## config.mk

```make
export PLATFORM = sky130hd
export DESIGN_NAME = serial_slave_port
export DESIGN_NICKNAME = d
export VERILOG_FILES = /design/src/rtl/serial_slave_port.sv
export SDC_FILE = /design/constraint.sdc
export NUM_CORES = 1
export LEC_CHECK = 0
export CAP_MARGIN = 20
export CORE_MARGIN = 2
export CORE_UTILIZATION = 55
export DETAILED_ROUTE_END_ITERATION = 10
export GPL_ROUTABILITY_DRIVEN = 0
export PLACE_DENSITY_LB_ADDON = 0.3
export SLEW_MARGIN = 20
export SYNTH_ARGS = -nofsm -noshare
export SYNTH_HDL_FRONTEND = slang
export SYNTH_SLANG_ARGS = --single-unit
```

## constraint.sdc

```tcl
create_clock -name clk -period 3.8 [get_ports clk]
set_input_delay 0.76 -clock clk [delete_from_list [all_inputs] [get_ports clk]]
set_output_delay 0.76 -clock clk [all_outputs]
set_load 0.02 [all_outputs]
```

## src/rtl/serial_slave_port.sv

```systemverilog
`default_nettype none
// ============================================================================
// Module   : serial_slave_port
// Brief    : Bit-serial bus responder bridging a master to a synchronous RAM.
// Revision : 1.0  initial release
// ============================================================================
module serial_slave_port #(
  parameter int ADDR_LEN        = 12,
  parameter int DATA_LEN        = 8,
  parameter int BURST_LEN       = 12,
  parameter int SPLIT_THRESHOLD = 8
) (
  input  logic                clk,
  input  logic                reset,
  input  logic [5:0]          slave_delay,
  input  logic                read_en,
  input  logic                write_en,
  input  logic                master_valid,
  input  logic                master_ready,
  input  logic                rx_address,
  input  logic                rx_burst,
  input  logic                rx_data,
  output logic                slave_ready,
  output logic                slave_valid,
  output logic                tx_data,
  output logic                split_en,
  output logic [ADDR_LEN-1:0] mem_addr,
  output logic [DATA_LEN-1:0] mem_wdata,
  output logic                mem_we,
  output logic                mem_re,
  input  logic [DATA_LEN-1:0] mem_rdata,
  output logic                slave_done
);

  localparam int CNT_W = $clog2((ADDR_LEN > DATA_LEN) ? ADDR_LEN : DATA_LEN) + 1;

  localparam logic [CNT_W-1:0]     c_addr_last = CNT_W'(ADDR_LEN - 1);
  localparam logic [CNT_W-1:0]     c_data_last = CNT_W'(DATA_LEN - 1);
  localparam logic [CNT_W-1:0]     c_burst_len = CNT_W'(BURST_LEN);
  localparam logic [CNT_W-1:0]     c_cnt_one   = CNT_W'(1);
  localparam logic [BURST_LEN-1:0] c_one_word  = BURST_LEN'(1);
  localparam logic [ADDR_LEN-1:0]  c_addr_one  = ADDR_LEN'(1);
  localparam logic [5:0]           c_split_th  = 6'(SPLIT_THRESHOLD);
  localparam bit                   c_split_ok  = (SPLIT_THRESHOLD <= 63);

  typedef enum logic [2:0] {
    S_IDLE     = 3'd0,
    S_ADDR     = 3'd1,
    S_WR_RX    = 3'd2,
    S_WR_MEM   = 3'd3,
    S_RD_WAIT  = 3'd4,
    S_RD_REQ   = 3'd5,
    S_RD_LATCH = 3'd6,
    S_RD_TX    = 3'd7
  } state_t;

  state_t              state_q,  state_d;
  logic [CNT_W-1:0]    cnt_q,    cnt_d;
  logic [ADDR_LEN-1:0] addr_q,   addr_d;
  logic [BURST_LEN-1:0] burst_q, burst_d;
  logic                rd_mode_q, rd_mode_d;
  logic [DATA_LEN-1:0] wshift_q, wshift_d;
  logic [DATA_LEN-1:0] rshift_q, rshift_d;
  logic [DATA_LEN-1:0] wdata_q,  wdata_d;
  logic [5:0]          dly_q,    dly_d;
  logic                split_q,  split_d;
  logic                done_q,   done_d;
  logic                ready_q,  ready_d;
  logic                valid_q,  valid_d;
  logic                we_q,     we_d;
  logic                re_q,     re_d;

  logic                 w_beat;
  logic [BURST_LEN-1:0] w_burst_shift;
  logic [BURST_LEN-1:0] w_burst_cap;
  logic [BURST_LEN-1:0] w_burst_words;

  // Address and burst arrive LSB first, so both shift right with the new bit
  // entering at the top; after the full phase bit 0 holds the first beat.
  assign w_beat        = master_valid & ready_q;
  assign w_burst_shift = {rx_burst, burst_q[BURST_LEN-1:1]};
  assign w_burst_cap   = (cnt_q < c_burst_len) ? w_burst_shift : burst_q;
  assign w_burst_words = (w_burst_cap == '0) ? c_one_word : w_burst_cap;

  always_comb begin
    state_d   = state_q;
    cnt_d     = cnt_q;
    addr_d    = addr_q;
    burst_d   = burst_q;
    rd_mode_d = rd_mode_q;
    wshift_d  = wshift_q;
    rshift_d  = rshift_q;
    wdata_d   = wdata_q;
    dly_d     = dly_q;
    split_d   = split_q;
    done_d    = 1'b0;

    case (state_q)
      S_IDLE: begin
        if (w_beat && (read_en ^ write_en)) begin
          rd_mode_d = read_en;
          addr_d    = {rx_address, addr_q[ADDR_LEN-1:1]};
          burst_d   = w_burst_cap;
          cnt_d     = c_cnt_one;
          state_d   = S_ADDR;
        end
      end

      S_ADDR: begin
        if (w_beat) begin
          addr_d  = {rx_address, addr_q[ADDR_LEN-1:1]};
          burst_d = w_burst_cap;
          cnt_d   = cnt_q + c_cnt_one;
          if (cnt_q == c_addr_last) begin
            cnt_d   = '0;
            burst_d = w_burst_words;
            if (!rd_mode_q) begin
              state_d = S_WR_RX;
            end else if (slave_delay == 6'd0) begin
              state_d = S_RD_REQ;
            end else begin
              dly_d   = slave_delay;
              split_d = c_split_ok && (slave_delay >= c_split_th);
              state_d = S_RD_WAIT;
            end
          end
        end
      end

      S_WR_RX: begin
        if (w_beat) begin
          wshift_d = {rx_data, wshift_q[DATA_LEN-1:1]};
          cnt_d    = cnt_q + c_cnt_one;
          if (cnt_q == c_data_last) begin
            cnt_d   = '0;
            wdata_d = wshift_d;
            done_d  = (burst_q == c_one_word);
            state_d = S_WR_MEM;
          end
        end
      end

      S_WR_MEM: begin
        addr_d = addr_q + c_addr_one;
        if (burst_q == c_one_word) begin
          state_d = S_IDLE;
        end else begin
          burst_d = burst_q - c_one_word;
          state_d = S_WR_RX;
        end
      end

      S_RD_WAIT: begin
        if (dly_q <= 6'd1) begin
          split_d = 1'b0;
          state_d = S_RD_REQ;
        end else begin
          dly_d = dly_q - 6'd1;
        end
      end

      S_RD_REQ: begin
        state_d = S_RD_LATCH;
      end

      S_RD_LATCH: begin
        rshift_d = mem_rdata;
        cnt_d    = '0;
        state_d  = S_RD_TX;
      end

      S_RD_TX: begin
        if (master_ready) begin
          rshift_d = {1'b0, rshift_q[DATA_LEN-1:1]};
          cnt_d    = cnt_q + c_cnt_one;
          if (cnt_q == c_data_last) begin
            cnt_d  = '0;
            addr_d = addr_q + c_addr_one;
            if (burst_q == c_one_word) begin
              done_d  = 1'b1;
              state_d = S_IDLE;
            end else begin
              burst_d = burst_q - c_one_word;
              state_d = S_RD_REQ;
            end
          end
        end
      end

      default: begin
        state_d = S_IDLE;
      end
    endcase

    // Strobes are registered from the next state so they line up with it.
    ready_d = (state_d == S_IDLE) || (state_d == S_ADDR) || (state_d == S_WR_RX);
    we_d    = (state_d == S_WR_MEM);
    re_d    = (state_d == S_RD_REQ);
    valid_d = (state_d == S_RD_TX);
  end

  always_ff @(posedge clk) begin
    if (reset) begin
      state_q   <= S_IDLE;
      cnt_q     <= '0;
      addr_q    <= '0;
      burst_q   <= '0;
      rd_mode_q <= 1'b0;
      wshift_q  <= '0;
      rshift_q  <= '0;
      wdata_q   <= '0;
      dly_q     <= '0;
      split_q   <= 1'b0;
      done_q    <= 1'b0;
      ready_q   <= 1'b1;
      valid_q   <= 1'b0;
      we_q      <= 1'b0;
      re_q      <= 1'b0;
    end else begin
      state_q   <= state_d;
      cnt_q     <= cnt_d;
      addr_q    <= addr_d;
      burst_q   <= burst_d;
      rd_mode_q <= rd_mode_d;
      wshift_q  <= wshift_d;
      rshift_q  <= rshift_d;
      wdata_q   <= wdata_d;
      dly_q     <= dly_d;
      split_q   <= split_d;
      done_q    <= done_d;
      ready_q   <= ready_d;
      valid_q   <= valid_d;
      we_q      <= we_d;
      re_q      <= re_d;
    end
  end

  // The read shifter fills with zeros, so tx_data idles low between words.
  assign slave_ready = ready_q;
  assign slave_valid = valid_q;
  assign tx_data     = rshift_q[0];
  assign split_en    = split_q;
  assign mem_addr    = addr_q;
  assign mem_wdata   = wdata_q;
  assign mem_we      = we_q;
  assign mem_re      = re_q;
  assign slave_done  = done_q;

endmodule
`default_nettype wire

```

# --- After elaboration in Yosys (flattened, before gate mapping) ---
# Cells that the tools add are included.
word_totals:
  ff_bits: 69
  latch_bits: 0
  ram_bits: 0
  rom_bits: 0
  inputBits: 23
  out_inout_bits: 27
  wordCells: 122
  mem_count: 0
classes:
  addsub: 4
  n_mul: 0
  div: 0
  order_cmp: 3
  eq_ne: 25
  shifts: 0
  n_mux: 54
  n_bitwise: 2
  reduce_logical: 19
op_table:
  columns: ["operator", "n"]
  rows:
  - ["$mux W12", 12]
  - ["$pmux W12 S4", 2]
  - ["$mux W3", 10]
  - ["$mux W5", 6]
  - ["$mux W6", 5]
  - ["$pmux W5 S5", 1]
  - ["$pmux W3 S8", 1]
  - ["$ne A2 B2 Y1 const B", 10]
  - ["$eq A3 B3 Y1 const B", 6]
  - ["$pmux W8 S2", 1]
  - ["$add A12 B1 Y12 const B", 1]
  - ["$eq A12 B1 Y1 const B", 1]
  - ["$eq A3 B2 Y1 const B", 4]
  - ["$logic_not A12 Y1", 1]
  - ["$pmux W6 S2", 1]
  - ["$reduce_and A6 Y1", 2]
  - ["$sub A12 B1 Y12 const B", 1]
  - ["$mux W1", 11]
  - ["$reduce_and A5 Y1", 2]
  - ["$mux W8", 1]
  - ["$eq A3 B1 Y1 const B", 2]
  - ["$ge A6 B4 Y1 const B", 1]
  - ["$le A6 B1 Y1 const B", 1]
  - ["$logic_not A3 Y1", 2]
  - ["17 further kinds", 22]

# --- Longest topological paths before layout ---
depth:
  depth_word: 9
  ltp_mapped: 8

# --- Worst setup path after synthesis ---
# No wires, ideal clock.
synth_path:
  path_type: "input port to flip-flop"
  from: "in slave_delay[3]"
  to: "reg re_q, in the netlist mem_re"
  arrival_ps: 2082
  path_slack_ps: 1622
  path_stages: 5
  n_path_buf: 0
  path_cell_list: "or3_1 or4_1 o21ai_1 nor3_1 nor4b_1"
synth_via:
  elab_chain_cells: 7
synth_rtl:
  columns: ["element", "line_no", "source"]
  rows:
  - ["start, declared", "15", "input logic [5:0] slave_delay,"]
  - ["$logic_not A6 Y1", "119", "end else if (slave_delay == 6'd0) begin"]
  - ["$mux W1", "119", null]
  - ["$mux W3", "117", "if (!rd_mode_q) begin"]
  - ["$mux W3", "114", "if (cnt_q == c_addr_last) begin"]
  - ["$mux W3", "110", "if (w_beat) begin"]
  - ["$pmux W3 S8", "98", "case (state_q)"]
  - ["$eq A3 B3 Y1", "198", "re_d = (state_d == S_RD_REQ);"]
  - ["end signal, assigned", "234", "re_q <= re_d;"]
  - ["end, declared", "71", "logic re_q, re_d;"]
# No other way between the ends.
# A chain may end at the register's enable or synchronous reset.

# --- Worst setup path after layout ---
layout_path:
  from: "reg state_q[2]"
  to: "reg re_q, in the netlist mem_re"
layout_via:
  elab_chain_cells: 4
  word_cells_on_any_way: 18
  cone_classes: "8 x eq/ne; 9 x mux; 1 x reduce/logical"
layout_rtl:
  columns: ["element", "line_no", "source"]
  rows:
  - ["start, declared", "57", "state_t state_q, state_d;"]
  - ["start signal, assigned", "220", "state_q <= state_d;"]
  - ["$mux W3, on equally long branches", "176, 114, 134", null]
  - ["$mux W3, on equally long branches", "173, 110, 131", null]
  - ["$pmux W3 S8 (*)", "98", null]
  - ["$eq A3 B3 Y1 (*)", "198", null]
# Every way passes the cells marked *; elsewhere a longest branch is shown, timed or not.

==> impl_metrics.ini <==
[run_status]
outcome = complete, no violations

[timing]
final-max-slew-violation-count = 0
rsz0062_at_grt = false
period_share = 0.736
period_needed_ns = 2.80
slew_headroom = 0.379
tightest_slew_ns = 0.930
hold_viol = 0
finalSetupViolations = 0
maximum_frequency_from_static_timing_analysis_mhz = 358
finalSetupTns_ns = 0
fin_worst_skew_ns = 0.00948

[finish]
area.growth.synth_to_final_pct = 18.2
nets = 559
finish.utilization = 0.676
layout.cells.non_filler = 631
leading_cell_type_in_the_layout_fill_and_taps_excluded = sky130_fd_sc_hd__dfxtp_1
layout.cells.most_common_list = 68 x sky130_fd_sc_hd__dfxtp_1, 58 x sky130_fd_sc_hd__nor2_1, 53 x sky130_fd_sc_hd__nand2_1, 48 x sky130_fd_sc_hd__clkdlybuf4s50_1, 38 x sky130_fd_sc_hd__a21oi_1
fillers = 547
n_antenna_cell = 0
drive_gt1_frac = 0.0766

[logic_synthesis]
synth-simple-area-share = 0.284
ys_ff_latch = 68
syn_nets = 531
synth_xor_xnor_area_share = 0.00449
combinational_family_with_the_most_area_after_synthesis = simple AND/OR/NAND/NOR gates
yosys.cell_types.count = 69
synth.cell_area_um2 = 3900
synthArstFlopShare = 0
synth.avg_cell_area_um2 = 7.78
sequential_to_total_area_share_from_yosys_stat = 0.349
yosys.area_share.adder = 0.0192
ys_warn_count = 0
synthCells = 502
synth.mux.area_fraction = 0.0384
synth-compound-area-share = 0.253
ys.flop_type = sky130_fd_sc_hd__dfxtp_1
synth_enable_flop_cells = 0

[floorplan]
die_w_um = 88.3
design.portCount = 50
core_um2 = 6830
die_area_um2 = 7790
die_h_um = 88.3
initial_utilization = 0.572
num_rows = 30

[clocking]
cts.root.buffer_cell = sky130_fd_sc_hd__clkbuf_8
clock_latency_ns = 0.35
cts_tree = built
cts.sinks = 68
ctsLongestPathBuffers = 2
htree_num_levels = 3
post_cts_resized = 0
numCtsBuffers = 9
cts_setup_buffers = 0
cts_hold_repair.buffers = 0
clk_pin_slew_worst_paths_ns = 0.08

[global_route]
grt_first_pass_wirelength_um = 16100
vias_in_the_first_global_route = 3485
groute.usage.overall = 0.256
antenna_violations_before_repair = 0
globalRouteOverflowTotal = 0
grt_max_degree = 43

[pwr]
power.ir.vdd_worst_mv = 0.252
p_leak_nw = 1.55
power_per_cell_area_nw_per_um2 = 372

[worst_setup_path]
timing.critical_path.required_ns = 4.05
max_fanout_on_critical_path = 28
startpoint_type = register
arrival_ns = 3.04
setup.worst_path.end_class = register
critical_path_class = register to register

[detailed_routing]
first_pass_iters = 5
route.vias.total = 3900
drt_first_iter_violations = 336
routed_wire_length_per_instance_um = 15.4
ant_nets = 0
detail_route.wirelength_um = 9720
avgViaCountPerCell = 6.18
drcViolationCount = 0

[hold_path]
hold_class = register to register

[run]
drv_cap = 0

[placement]
port_buffers = 49
dp_cells = 615
place_hpwl_um = 6450
## metal layers
layer	up-vias	track usage	part of all wire
li1	1909	-	-
met1	1854	0.366	0.46
met2	120	0.388	0.47
met3	17	0.0420	0.048
met4	0	0.105	0.017
met5	-	0	0
## logic make-up (layout without fill, tap and decap cells)
| group | Yosys count | count (layout) |
|---|---|---|
| XOR/XNOR | 2 | 2 |
| buffers and inverters | 47 | 80 |
| AO/OA/AOI/OAI | 145 | 145 |
| flip-flops | 68 | 68 |
| AND/OR/NAND/NOR | 219 | 219 |
| multiplexers | 15 | 15 |
| adder cells (fa/ha/maj) | 6 | 6 |
## metrics by stage
step                power (mW)  hold WS (ns)  setup WS (ns)  area [µm²]
floorplan                0.949         0.446           1.62        3910
global placement          1.02         0.458          0.961        4380
detailed placement        1.03         0.465          0.952        4380
CTS                       1.72         0.478           1.06        4620
global route              1.78         0.506          0.762        4620
finish                    1.72         0.471           1.00        4620
## state kept, by name (all words and copies together) (netlist names), 3 cells and up
register,cells
burst_q,12
mem_addr,12
mem_wdata,8
rshift_q,8
wshift_q,7
dly_q,6
cnt_q,5
state_q,3
## path summary, 6_finish.rpt
kind | start | endpoint | slack, ns | cells past startpoint
worst max-delay path | state_q[2]$_SDFF_PP0_ | mem_re$_SDFF_PP0_ | 1.00 | 5
worst min-delay path | split_en$_SDFFE_PP0P_ | split_en$_SDFFE_PP0P_ | 0.47 | 2
worst max register to register | state_q[2]$_SDFF_PP0_ | mem_re$_SDFF_PP0_ | 1.00 | 5
worst min register to register | split_en$_SDFFE_PP0P_ | split_en$_SDFFE_PP0P_ | 0.47 | 2
## cell type report
class	count	area, µm²	area share
flip-flops and latches	68	1360	0.295
well taps	96	120	0.0260
inverters	10	37.5	0.00813
repair buffers	54	523	0.113
clock inverters	6	95.1	0.0206
multi-input cells	387	2340	0.507
clock buffers	10	138	0.0298
## synth_stat cells, types with 2 or more instances
library cell | number | share of area
sky130_fd_sc_hd__dfxtp_1 | 68 | 0.35
sky130_fd_sc_hd__nor2_1 | 58 | 0.056
sky130_fd_sc_hd__nand2_1 | 53 | 0.051
sky130_fd_sc_hd__a21oi_1 | 38 | 0.049
sky130_fd_sc_hd__nand3_1 | 33 | 0.042
sky130_fd_sc_hd__o21ai_0 | 29 | 0.037
sky130_fd_sc_hd__clkbuf_1 | 23 | 0.022
sky130_fd_sc_hd__mux2i_1 | 15 | 0.038
sky130_fd_sc_hd__nor3_1 | 13 | 0.017
sky130_fd_sc_hd__a31oi_1 | 11 | 0.018
sky130_fd_sc_hd__nand2b_1 | 11 | 0.018
sky130_fd_sc_hd__a311oi_1 | 10 | 0.022
sky130_fd_sc_hd__inv_1 | 10 | 0.0096
sky130_fd_sc_hd__buf_1 | 8 | 0.0077
sky130_fd_sc_hd__nor4_1 | 7 | 0.011
sky130_fd_sc_hd__a211oi_1 | 6 | 0.012
sky130_fd_sc_hd__and2_1 | 6 | 0.0096
sky130_fd_sc_hd__ha_1 | 6 | 0.019
sky130_fd_sc_hd__nand4_1 | 6 | 0.0096
sky130_fd_sc_hd__o21ai_1 | 6 | 0.0077
sky130_fd_sc_hd__a21o_1 | 4 | 0.0077
sky130_fd_sc_hd__nor3b_1 | 4 | 0.0077
sky130_fd_sc_hd__o22ai_1 | 4 | 0.0064
sky130_fd_sc_hd__o31ai_1 | 4 | 0.0077
sky130_fd_sc_hd__a311o_1 | 3 | 0.0077
sky130_fd_sc_hd__and3_1 | 3 | 0.0048
sky130_fd_sc_hd__and4bb_2 | 3 | 0.0096
sky130_fd_sc_hd__buf_6 | 3 | 0.0087
sky130_fd_sc_hd__or3_1 | 3 | 0.0048
sky130_fd_sc_hd__or4_1 | 3 | 0.0058
sky130_fd_sc_hd__a21oi_2 | 2 | 0.0045
sky130_fd_sc_hd__a22o_1 | 2 | 0.0045
sky130_fd_sc_hd__buf_2 | 2 | 0.0026
sky130_fd_sc_hd__nand4bb_1 | 2 | 0.0058
sky130_fd_sc_hd__nor2b_1 | 2 | 0.0032
sky130_fd_sc_hd__nor4b_1 | 2 | 0.0045
sky130_fd_sc_hd__o2111a_1 | 2 | 0.0058
sky130_fd_sc_hd__o211ai_1 | 2 | 0.0038
sky130_fd_sc_hd__o311ai_0 | 2 | 0.0045
sky130_fd_sc_hd__o41ai_1 | 2 | 0.0045
sky130_fd_sc_hd__or2_2 | 2 | 0.0032
sky130_fd_sc_hd__xnor2_1 | 2 | 0.0045
## critical path: stages, from the launching register on
cell,delay (ns)
sky130_fd_sc_hd__dfxtp_1,0.94
sky130_fd_sc_hd__nor3b_1,0.67
sky130_fd_sc_hd__o211ai_1,0.43
sky130_fd_sc_hd__o21ai_1,0.27
sky130_fd_sc_hd__nor3_1,0.10
sky130_fd_sc_hd__nor4b_1,0.29
## power breakdown
| group | leakage, nW | switching [mW] | internal [mW] |
|---|---|---|---|
| clock | 0.117 | 0.304 | 0.393 |
| combinational | 0.883 | 0.143 | 0.105 |
| sequential | 0.550 | 0.0379 | 0.735 |
(Power assumes the default switching activity.)
